===== src/rtl/matrix_add_seq_ctrl_if.sv =====
// Handshake and operand/result bus for the time-multiplexed 2x2 matrix adder.
interface matrix_add_seq_ctrl_if #(
  parameter int unsigned IN_W  = 3,
  parameter int unsigned OUT_W = IN_W + 1
) ();
  logic                 start;
  logic                 start_ready;
  logic [4*IN_W-1:0]    a_flat;
  logic [4*IN_W-1:0]    b_flat;
  logic [4*OUT_W-1:0]   c_flat;
  logic                 busy;
  logic                 out_valid;
  logic                 out_ready;
  logic [1:0]           elem_idx;

  modport master (
    output start, a_flat, b_flat, out_ready,
    input  start_ready, c_flat, busy, out_valid, elem_idx
  );

  modport slave (
    input  start, a_flat, b_flat, out_ready,
    output start_ready, c_flat, busy, out_valid, elem_idx
  );
endinterface


===== src/rtl/matrix_add_seq_ctrl.sv =====
// 2x2 matrix sum C = A + B computed one element per cycle through a single shared adder.
module matrix_add_seq_ctrl #(
  parameter int unsigned IN_W  = 3,
  parameter int unsigned OUT_W = IN_W + 1
) (
  input  logic                   i_clk,
  input  logic                   i_rst,
  matrix_add_seq_ctrl_if.slave   bus
);

  localparam int unsigned N_EL = 4;

  typedef enum logic [1:0] {
    ST_IDLE = 2'd0,
    ST_ADD  = 2'd1,
    ST_HOLD = 2'd2
  } state_t;

  state_t                    r_state, w_state_nxt;
  logic [1:0]                r_idx, w_idx_nxt;
  logic [N_EL*IN_W-1:0]      r_a, w_a_nxt;
  logic [N_EL*IN_W-1:0]      r_b, w_b_nxt;
  logic [N_EL*OUT_W-1:0]     r_c, w_c_nxt;
  logic                      r_start_ready;
  logic                      r_busy;
  logic                      r_out_valid;

  logic [IN_W-1:0]           w_op_a;
  logic [IN_W-1:0]           w_op_b;
  logic [OUT_W-1:0]          w_sum;

  // The one adder: operands picked by the current element index.
  assign w_op_a = r_a[IN_W*r_idx +: IN_W];
  assign w_op_b = r_b[IN_W*r_idx +: IN_W];
  assign w_sum  = OUT_W'(w_op_a) + OUT_W'(w_op_b);

  // State, datapath and status flags; flags follow the next state so they stay pure register outputs.
  always_ff @(posedge i_clk) begin
    if (i_rst) begin
      r_state       <= ST_IDLE;
      r_idx         <= 2'd0;
      r_a           <= '0;
      r_b           <= '0;
      r_c           <= '0;
      r_start_ready <= 1'b1;
      r_busy        <= 1'b0;
      r_out_valid   <= 1'b0;
    end else begin
      r_state       <= w_state_nxt;
      r_idx         <= w_idx_nxt;
      r_a           <= w_a_nxt;
      r_b           <= w_b_nxt;
      r_c           <= w_c_nxt;
      r_start_ready <= (w_state_nxt == ST_IDLE);
      r_busy        <= (w_state_nxt == ST_ADD);
      r_out_valid   <= (w_state_nxt == ST_HOLD);
    end
  end

  // Next-state and datapath update.
  always_comb begin
    w_state_nxt = r_state;
    w_idx_nxt   = r_idx;
    w_a_nxt     = r_a;
    w_b_nxt     = r_b;
    w_c_nxt     = r_c;

    case (r_state)
      ST_IDLE: begin
        if (bus.start) begin
          w_a_nxt     = bus.a_flat;
          w_b_nxt     = bus.b_flat;
          w_c_nxt     = '0;
          w_idx_nxt   = 2'd0;
          w_state_nxt = ST_ADD;
        end
      end
      ST_ADD: begin
        w_c_nxt[OUT_W*r_idx +: OUT_W] = w_sum;
        if (r_idx == 2'(N_EL - 1)) begin
          w_idx_nxt   = 2'd0;
          w_state_nxt = ST_HOLD;
        end else begin
          w_idx_nxt   = r_idx + 2'd1;
        end
      end
      ST_HOLD: begin
        if (bus.out_ready) begin
          w_state_nxt = ST_IDLE;
        end
      end
      default: begin
        w_state_nxt = ST_IDLE;
        w_idx_nxt   = 2'd0;
      end
    endcase
  end

  assign bus.start_ready = r_start_ready;
  assign bus.busy        = r_busy;
  assign bus.out_valid   = r_out_valid;
  assign bus.c_flat      = r_c;
  assign bus.elem_idx    = r_idx;

endmodule


===== src/flat_wrapper.sv =====
// flat-port wrapper written by rule: the top's interface ports become plain ports
module matrix_add_seq_ctrl_flat 
#(
  parameter int unsigned IN_W  = 3,
  parameter int unsigned OUT_W = IN_W + 1
)
  (i_clk, i_rst, bus_start, bus_a_flat, bus_b_flat, bus_out_ready, bus_start_ready, bus_c_flat, bus_busy, bus_out_valid, bus_elem_idx);
  matrix_add_seq_ctrl_if #(.IN_W(IN_W), .OUT_W(OUT_W)) bus_i ();
  input  logic i_clk;
  input  logic i_rst;
  input wire logic [$bits(bus_i.start)-1:0] bus_start;
  input wire logic [$bits(bus_i.a_flat)-1:0] bus_a_flat;
  input wire logic [$bits(bus_i.b_flat)-1:0] bus_b_flat;
  input wire logic [$bits(bus_i.out_ready)-1:0] bus_out_ready;
  output wire logic [$bits(bus_i.start_ready)-1:0] bus_start_ready;
  output wire logic [$bits(bus_i.c_flat)-1:0] bus_c_flat;
  output wire logic [$bits(bus_i.busy)-1:0] bus_busy;
  output wire logic [$bits(bus_i.out_valid)-1:0] bus_out_valid;
  output wire logic [$bits(bus_i.elem_idx)-1:0] bus_elem_idx;
  assign bus_i.start = bus_start;
  assign bus_i.a_flat = bus_a_flat;
  assign bus_i.b_flat = bus_b_flat;
  assign bus_i.out_ready = bus_out_ready;
  assign bus_start_ready = bus_i.start_ready;
  assign bus_c_flat = bus_i.c_flat;
  assign bus_busy = bus_i.busy;
  assign bus_out_valid = bus_i.out_valid;
  assign bus_elem_idx = bus_i.elem_idx;
  matrix_add_seq_ctrl #(.IN_W(IN_W), .OUT_W(OUT_W)) u_core (.i_clk(i_clk), .i_rst(i_rst), .bus(bus_i));
endmodule

===== config.mk =====
export PLATFORM = sky130hd
export DESIGN_NAME = matrix_add_seq_ctrl_flat
export DESIGN_NICKNAME = d
export VERILOG_FILES = /design/src/rtl/matrix_add_seq_ctrl_if.sv /design/src/rtl/matrix_add_seq_ctrl.sv /design/src/flat_wrapper.sv
export SDC_FILE = /design/constraint.sdc
export NUM_CORES = 1
export LEC_CHECK = 0
export CORE_ASPECT_RATIO = 0.6
export CORE_MARGIN = 3
export CORE_UTILIZATION = 53
export CTS_CLUSTER_SIZE = 40
export DETAILED_ROUTE_END_ITERATION = 10
export PLACE_DENSITY_LB_ADDON = 0.2
export RECOVER_POWER = 25
export SLEW_MARGIN = 10
export SYNTH_ARGS = -nofsm -noshare
export SYNTH_HDL_FRONTEND = slang
export SYNTH_SLANG_ARGS = --single-unit

===== constraint.sdc =====
create_clock -name i_clk -period 6.5 [get_ports i_clk]
set_input_delay 1.625 -clock i_clk [delete_from_list [all_inputs] [get_ports i_clk]]
set_output_delay 1.625 -clock i_clk [all_outputs]
set_load 0.02 [all_outputs]

==> results of run 1 <==
[power groups by stage]
stage,clock [mW],combinational (mW),sequential [mW]
floorplan,0,0.0575,0.314
global placement,0,0.0856,0.317
detailed placement,0,0.0865,0.317
CTS,0.173,0.0872,0.311
global route,0.183,0.0948,0.313
finish,0.171,0.0869,0.311
[worst paths after layout]
check,slack [ps],startpoint,cells after the start,endpoint
min reg2reg,460,u_core.r_b[3],2,u_core.r_b[3]
max,2870,i_rst,4,u_core.bus.start_ready
max reg2reg,3730,u_core.bus.elem_idx[0],6,u_core.bus.c_flat[6]
min,460,u_core.r_b[3],2,u_core.r_b[3]
[logic make-up after synthesis]
group           after synthesis  synth area share
simple gates                 89             0.217
xor+xnor                      1           0.00425
fa+ha+maj                     8            0.0522
flops                        47             0.456
mux                           6            0.0655
buf+inv                      18            0.0504
compound gates               51             0.155
[routing by layer]
layer	vias to the layer above	wire [um]
met2	54	1820
met5	-	0
met4	0	46
li1	842	-
met3	8	338
met1	772	2340
[layout make-up]
class / count / area, um^2
well taps: 45 / 56.3
flip-flops and latches: 47 / 941
clock inverters: 1 / 5.00
inverters: 5 / 18.8
clock buffers: 7 / 76.3
repair buffers: 49 / 484
fillers: 273 / 885
multi-input cells: 155 / 1020
[registers in the layout, indices dropped and copies added (netlist names)]
name / flops
u_core.r_state: 2
u_core.bus.c_flat: 16
u_core.bus.start_ready: 1
u_core.bus.busy: 1
u_core.bus.elem_idx: 2
u_core.r_a: 12
u_core.bus.out_valid: 1
u_core.r_b: 12
[worst max-delay path: stages]
cell and delay [ps]:
sky130_fd_sc_hd__dlygate4sd3_1 520, sky130_fd_sc_hd__clkbuf_1 1370, sky130_fd_sc_hd__nor2_1 180, sky130_fd_sc_hd__nor2_1 170
[placed cells by master (no fill, tap or decap), drive strengths merged]
cell type / instances
nand2: 54
xor2: 1
a22oi: 18
nor4: 2
nand3: 1
dfxtp: 47
a211oi: 2
clkdlybuf4s50: 47
mux4: 6
nor2: 22
nor3: 1
nor2b: 1
nor3b: 1
and4: 1
dlygate4sd3: 1
fa: 1
nor4b: 1
ha: 7
nand3b: 1
a21o: 4
nand2b: 4
clkbuf: 8
inv: 5
a21oi: 27
clkinv: 1
==> flow_results.xml, run 1 <==
<?xml version="1.0" encoding="UTF-8"?>
<metrics>
  <group name="status">
    <metric name="outcome" unit="">finished with violations</metric>
    <metric name="violations_in_the_final_reports" unit="">capacitance limit, slew limit</metric>
  </group>
  <group name="timing">
    <metric name="final-max-slew-violation-count" unit="">47</metric>
    <metric name="max_slew_headroom" unit="">-0.284</metric>
    <metric name="final_hold_viol_count" unit="">0</metric>
    <metric name="transition_time_at_the_pin_with_the_least_slew_margin" unit="ps">1930</metric>
    <metric name="fin_ws" unit="ps">2870</metric>
    <metric name="hold_slack" unit="ps">459</metric>
    <metric name="setup_viol_count_final" unit="">0</metric>
    <metric name="setup_repair_after_global_routing_missed_its_margin" unit="">no</metric>
    <metric name="post-route-min-period" unit="ps">3630</metric>
    <metric name="setup_tns" unit="ps">0</metric>
    <metric name="final.setup_skew" unit="ps">5.95</metric>
    <metric name="timing.fmax" unit="MHz">275</metric>
    <metric name="post_route_clock_period_utilization" unit="">0.559</metric>
  </group>
  <group name="drt">
    <metric name="vias_per_cell" unit="">5.42</metric>
    <metric name="vias" unit="">1676</metric>
    <metric name="ant_nets" unit="">0</metric>
    <metric name="drt_drc_violations_left" unit="">0</metric>
    <metric name="route.final.wire_length" unit="um">4550</metric>
    <metric name="detail_route.wl_per_cell" unit="um">14.7</metric>
    <metric name="drc_violation_total_after_the_first_tritonroute_iteration" unit="">58</metric>
    <metric name="firstDrtPassIters" unit="">4</metric>
  </group>
  <group name="synth">
    <metric name="synth.lib_cells_used.distinct" unit="">28</metric>
    <metric name="synth_top_cell_by_area" unit="">sky130_fd_sc_hd__dfxtp_1</metric>
    <metric name="synth_fp_nets" unit="">256</metric>
    <metric name="yosys.cell_count.top_type" unit="">sky130_fd_sc_hd__nand2_1</metric>
    <metric name="yosys-top-cells-count" unit="">54 x sky130_fd_sc_hd__nand2_1, 47 x sky130_fd_sc_hd__dfxtp_1, 26 x sky130_fd_sc_hd__a21oi_1</metric>
    <metric name="synth_async_sr_flop_share" unit="">0</metric>
    <metric name="synth_area" unit="um^2">2060</metric>
    <metric name="synth.area.top_cells" unit="">sky130_fd_sc_hd__dfxtp_1 46%, sky130_fd_sc_hd__nand2_1 9.8%, sky130_fd_sc_hd__a22oi_1 6.6%</metric>
    <metric name="synth_warnings" unit="">0</metric>
    <metric name="synthCells" unit="">220</metric>
    <metric name="proportion_of_synthesized_chip_area_in_sequential_cells" unit="">0.456</metric>
    <metric name="synthFlopType" unit="">sky130_fd_sc_hd__dfxtp_1</metric>
    <metric name="postSynthAreaPerCell" unit="um^2">9.37</metric>
    <metric name="ys_ff_latch" unit="">47</metric>
    <metric name="synthDominantCellAreaShare" unit="">0.456</metric>
    <metric name="edff_count_synth" unit="">0</metric>
  </group>
  <group name="final_layout">
    <metric name="areaGrowthSynthToFinish" unit="%">26.0</metric>
    <metric name="layout-drive-gt1-share" unit="">0.0758</metric>
    <metric name="finalNetCount" unit="">299</metric>
    <metric name="final_design_utilization" unit="">0.746</metric>
    <metric name="finalInstanceArea" unit="um^2">2600</metric>
    <metric name="final_cell_count_no_fill" unit="">309</metric>
    <metric name="antennaDiodeCount" unit="">0</metric>
  </group>
  <group name="global_route">
    <metric name="global_route.peak_usage_layer" unit="">met2</metric>
    <metric name="grt_max_degree" unit="">47</metric>
    <metric name="antenna_found_initial" unit="">0</metric>
    <metric name="grt_pass1_wl" unit="um">7400</metric>
    <metric name="met2_usage" unit="">0.308</metric>
    <metric name="groute.layer.met1.usage" unit="">0.293</metric>
    <metric name="vias_in_the_first_global_route" unit="">1537</metric>
    <metric name="grt-ovfl-total" unit="">0</metric>
    <metric name="grt_use_met3" unit="">0.0767</metric>
    <metric name="total_routing_resource_utilization_after_global_routing" unit="">0.210</metric>
  </group>
  <group name="power">
    <metric name="pwr-share-seq" unit="">0.547</metric>
    <metric name="leakagePower" unit="nW">0.964</metric>
    <metric name="power.total" unit="mW">0.569</metric>
    <metric name="power_switching" unit="mW">0.151</metric>
    <metric name="irDropWorstVdd" unit="uV">116</metric>
    <metric name="p_sw_frac" unit="">0.266</metric>
    <metric name="clkPwrFrac" unit="">0.301</metric>
    <metric name="power_frac_comb" unit="">0.153</metric>
    <metric name="p_int" unit="mW">0.417</metric>
    <metric name="power_density" unit="nW/um^2">219</metric>
  </group>
  <group name="clock_tree">
    <metric name="cts-root-buf" unit="">sky130_fd_sc_hd__clkbuf_8</metric>
    <metric name="cts_tree" unit="">built</metric>
    <metric name="cts_buffers" unit="">5</metric>
    <metric name="hold_buffers" unit="">0</metric>
    <metric name="post-cts-setup-buffers" unit="">0</metric>
    <metric name="path_clk_slew" unit="ps">80</metric>
    <metric name="cts.sink_count" unit="">47</metric>
    <metric name="post_cts_resized" unit="">0</metric>
    <metric name="worstSkewPairLatency" unit="ps">310</metric>
    <metric name="clock_path_buffers" unit="">2</metric>
    <metric name="htree_levels" unit="">2</metric>
  </group>
  <group name="placed_design">
    <metric name="dp_slack" unit="ps">3090</metric>
    <metric name="port-buffer-count" unit="">48</metric>
    <metric name="dpl.cell_count" unit="">301</metric>
    <metric name="hpwl" unit="um">3170</metric>
    <metric name="postPlaceCellArea" unit="um^2">2520</metric>
    <metric name="place.gp.congestion" unit="">0.747</metric>
  </group>
  <group name="critical_path">
    <metric name="timing.critical_path.arrival" unit="ps">3870</metric>
    <metric name="cp_max_fo" unit="">46</metric>
    <metric name="cp-start-kind" unit="">input pin</metric>
    <metric name="worstPathRequired" unit="ps">6730</metric>
    <metric name="type_of_the_worst_setup_path" unit="">in2reg</metric>
    <metric name="cp_capture_type" unit="">register</metric>
  </group>
  <group name="floorplan">
    <metric name="floorplan.die.height" unit="um">54.3</metric>
    <metric name="design.die.area" unit="um^2">4700</metric>
    <metric name="floorplan.initialDensity" unit="">0.592</metric>
    <metric name="ios" unit="">49</metric>
    <metric name="die_w" unit="um">86.5</metric>
    <metric name="rows" unit="">16</metric>
    <metric name="core" unit="um^2">3480</metric>
  </group>
  <group name="run">
    <metric name="cap_viol_max_count" unit="">1</metric>
  </group>
  <group name="hold_path">
    <metric name="min_path_type" unit="">reg2reg</metric>
  </group>
</metrics>
No activity file was read; power rests on OpenSTA's default activity.
==> run 2: changes to the inputs <==
--- a/config.mk
+++ b/config.mk
@@ -7,7 +7,7 @@
 export LEC_CHECK = 0
 export CORE_ASPECT_RATIO = 0.6
 export CORE_MARGIN = 3
-export CORE_UTILIZATION = 53
+export CORE_UTILIZATION = 44
 export CTS_CLUSTER_SIZE = 40
 export DETAILED_ROUTE_END_ITERATION = 10
 export PLACE_DENSITY_LB_ADDON = 0.2
==> constraint.sdc (replaced) <==
create_clock -name i_clk -period 3.3 [get_ports i_clk]
set_input_delay 0.825 -clock i_clk [delete_from_list [all_inputs] [get_ports i_clk]]
set_output_delay 0.825 -clock i_clk [all_outputs]
set_load 0.02 [all_outputs]
==> run 2 against run 1 <==
  * The flow still finishes with violations (capacitance limit, slew limit)
  * Non-clock buffer count rose by 1
  * Worst setup slack got worse by 2400 ps
  * Combinational power up 97%
  * Power rose by 93%
  * Count of clock-buffer cells in the layout decreased by 1
  * Clock power grew 83%
  * Routed wire length shrank 0.37%
  * Critical path depth is the same
  * Highest routed layer unchanged
==> flow_results.xml, run 2 (same netlist as run 1, synthesis figures left out) <==
<?xml version="1.0" encoding="UTF-8"?>
<metrics>
  <group name="power">
    <metric name="p_int" unit="mW">0.816</metric>
    <metric name="p_sw_frac" unit="">0.256</metric>
    <metric name="pwr-share-seq" unit="">0.559</metric>
    <metric name="power_switching" unit="mW">0.281</metric>
    <metric name="power_frac_comb" unit="">0.156</metric>
    <metric name="power_density" unit="nW/um^2">419</metric>
    <metric name="leakagePower" unit="nW">0.963</metric>
    <metric name="power.total" unit="mW">1.10</metric>
    <metric name="irDropWorstVdd" unit="uV">208</metric>
    <metric name="clkPwrFrac" unit="">0.285</metric>
  </group>
  <group name="timing">
    <metric name="post_route_clock_period_utilization" unit="">0.852</metric>
    <metric name="max_slew_headroom" unit="">-0.308</metric>
    <metric name="final.setup_skew" unit="ps">4.58</metric>
    <metric name="final-max-slew-violation-count" unit="">47</metric>
    <metric name="transition_time_at_the_pin_with_the_least_slew_margin" unit="ps">1960</metric>
    <metric name="setup_repair_after_global_routing_missed_its_margin" unit="">no</metric>
    <metric name="setup_tns" unit="ps">0</metric>
    <metric name="post-route-min-period" unit="ps">2810</metric>
    <metric name="timing.fmax" unit="MHz">356</metric>
    <metric name="setup_viol_count_final" unit="">0</metric>
    <metric name="final_hold_viol_count" unit="">0</metric>
  </group>
  <group name="floorplan">
    <metric name="rows" unit="">18</metric>
    <metric name="die_w" unit="um">94.4</metric>
    <metric name="floorplan.die.height" unit="um">59.0</metric>
    <metric name="ios" unit="">49</metric>
    <metric name="design.die.area" unit="um^2">5570</metric>
    <metric name="floorplan.initialDensity" unit="">0.479</metric>
    <metric name="core" unit="um^2">4300</metric>
  </group>
  <group name="final_layout">
    <metric name="largest_register_ff_count" unit="">16</metric>
    <metric name="fillers" unit="">391</metric>
    <metric name="finalInstanceArea" unit="um^2">2620</metric>
    <metric name="layout_commonest_cell" unit="">sky130_fd_sc_hd__nand2_1</metric>
    <metric name="ff_latch_area" unit="um^2">941</metric>
    <metric name="layout-drive-gt1-share" unit="">0.0760</metric>
    <metric name="final_cell_count_no_fill" unit="">323</metric>
    <metric name="final_design_utilization" unit="">0.608</metric>
    <metric name="final_cell_mix" unit="">54 x sky130_fd_sc_hd__nand2_1, 48 x sky130_fd_sc_hd__clkdlybuf4s50_1, 47 x sky130_fd_sc_hd__dfxtp_1, 26 x sky130_fd_sc_hd__a21oi_1, 22 x sky130_fd_sc_hd__nor2_1</metric>
    <metric name="antennaDiodeCount" unit="">0</metric>
    <metric name="areaGrowthSynthToFinish" unit="%">26.9</metric>
    <metric name="finalNetCount" unit="">300</metric>
    <metric name="multi_input_area" unit="um^2">1020</metric>
  </group>
  <group name="critical_path">
    <metric name="critical_path.n_buffers_inverters" unit="">2</metric>
    <metric name="type_of_the_worst_setup_path" unit="">in2reg</metric>
    <metric name="cp_max_fo" unit="">46</metric>
    <metric name="cp-start-kind" unit="">input pin</metric>
    <metric name="cp_capture_type" unit="">register</metric>
    <metric name="crit_path_largest_cell_delay" unit="ps">1400</metric>
    <metric name="critical_path.top_delay_family" unit="">buffers and inverters</metric>
    <metric name="timing.critical_path.arrival" unit="ps">3040</metric>
    <metric name="crit_slowest_cell" unit="">sky130_fd_sc_hd__clkbuf_1</metric>
    <metric name="path_cells" unit="">clkdlybuf4s50_1 -&gt; clkbuf_1 -&gt; nor2_1 -&gt; nor2_1</metric>
    <metric name="critical-path-top-cell-by-count" unit="">sky130_fd_sc_hd__nor2_1</metric>
    <metric name="worstPathRequired" unit="ps">3530</metric>
  </group>
  <group name="clock_tree">
    <metric name="post_cts_resized" unit="">0</metric>
    <metric name="cts_tree" unit="">built</metric>
    <metric name="htree_levels" unit="">2</metric>
    <metric name="worstSkewPairLatency" unit="ps">290</metric>
    <metric name="cts_buffers" unit="">5</metric>
    <metric name="post-cts-setup-buffers" unit="">0</metric>
    <metric name="cts.sink_count" unit="">47</metric>
    <metric name="hold_buffers" unit="">0</metric>
    <metric name="path_clk_slew" unit="ps">80</metric>
    <metric name="cts-root-buf" unit="">sky130_fd_sc_hd__clkbuf_8</metric>
    <metric name="clock_path_buffers" unit="">2</metric>
  </group>
  <group name="status">
    <metric name="violations_in_the_final_reports" unit="">capacitance limit, slew limit</metric>
    <metric name="outcome" unit="">finished with violations</metric>
  </group>
  <group name="placed_design">
    <metric name="port-buffer-count" unit="">48</metric>
    <metric name="dpl.cell_count" unit="">317</metric>
    <metric name="hpwl" unit="um">3260</metric>
    <metric name="postPlaceCellArea" unit="um^2">2550</metric>
    <metric name="place.gp.congestion" unit="">0.789</metric>
  </group>
  <group name="drt">
    <metric name="vias_per_cell" unit="">5.10</metric>
    <metric name="firstDrtPassIters" unit="">4</metric>
    <metric name="drc_violation_total_after_the_first_tritonroute_iteration" unit="">141</metric>
    <metric name="route.final.wire_length" unit="um">4530</metric>
    <metric name="vias" unit="">1648</metric>
    <metric name="drt_drc_violations_left" unit="">0</metric>
    <metric name="ant_nets" unit="">0</metric>
    <metric name="detail_route.wl_per_cell" unit="um">14.0</metric>
  </group>
  <group name="global_route">
    <metric name="grt_max_degree" unit="">47</metric>
    <metric name="grt_pass1_wl" unit="um">7560</metric>
    <metric name="total_routing_resource_utilization_after_global_routing" unit="">0.180</metric>
    <metric name="vias_in_the_first_global_route" unit="">1581</metric>
    <metric name="grt-ovfl-total" unit="">0</metric>
    <metric name="antenna_found_initial" unit="">0</metric>
  </group>
  <group name="run">
    <metric name="cap_viol_max_count" unit="">1</metric>
  </group>
  <group name="hold_path">
    <metric name="min_path_type" unit="">reg2reg</metric>
  </group>
</metrics>
## run 2: path summary, 6_finish.rpt
path                           from                      to  slack (ps)  cells past startpoint
max                           i_rst  u_core.bus.start_ready         490                      4
min                   u_core.r_b[5]           u_core.r_b[5]         460                      2
max reg2reg  u_core.bus.elem_idx[0]   u_core.bus.c_flat[10]         610                      6
min reg2reg           u_core.r_b[5]           u_core.r_b[5]         460                      2
## run 2: metal layers
layer	vias to the layer above	global-route usage	share of wire
met5	-	0	0
met3	5	0.0558	0.077
li1	840	-	-
met2	54	0.237	0.37
met1	749	0.273	0.54
met4	0	0.0617	0.011
## run 2: per-stage QoR
stage | worst slack (ps) | hold WS (ps)
after floorplan | 944 | 433
after CTS | 614 | 458
final | 490 | 458
after global routing | 246 | 484
after global placement | 703 | 442
after detailed placement | 642 | 447
## run 2: area by class of cell
class,count,area share
Inverter,5,0.00717
Sequential cell,47,0.360
Clock buffer,6,0.0277
Multi-Input combinational cell,155,0.389
Tap cell,60,0.0287
Timing Repair Buffer,50,0.188
## run 2: worst register-to-register path: stages, from the launching register on
cell                      delay (ps)
sky130_fd_sc_hd__dfxtp_1         800
sky130_fd_sc_hd__mux4_2          600
sky130_fd_sc_hd__ha_1            240
sky130_fd_sc_hd__fa_1            380
sky130_fd_sc_hd__xor2_1          350
sky130_fd_sc_hd__a22oi_1         160
sky130_fd_sc_hd__nor2_1          100
## run 2: power by group through the flow
stage | logic, mW | clock network (mW) | registers (mW)
after floorplan | 0.113 | 0 | 0.619
after detailed placement | 0.172 | 0 | 0.626
final | 0.171 | 0.313 | 0.613
after global placement | 0.169 | 0 | 0.625
after CTS | 0.172 | 0.319 | 0.612
after global routing | 0.190 | 0.344 | 0.617
==> run 3: changes to the inputs <==
--- a/config.mk
+++ b/config.mk
@@ -8,7 +8,7 @@
 export CORE_ASPECT_RATIO = 0.6
 export CORE_MARGIN = 3
 export CORE_UTILIZATION = 44
-export CTS_CLUSTER_SIZE = 40
+export CTS_CLUSTER_DIAMETER = 200
 export DETAILED_ROUTE_END_ITERATION = 10
 export PLACE_DENSITY_LB_ADDON = 0.2
 export RECOVER_POWER = 25
==> results of run 3 <==
Final layout, timing and power as in run 2 (identical DEF).
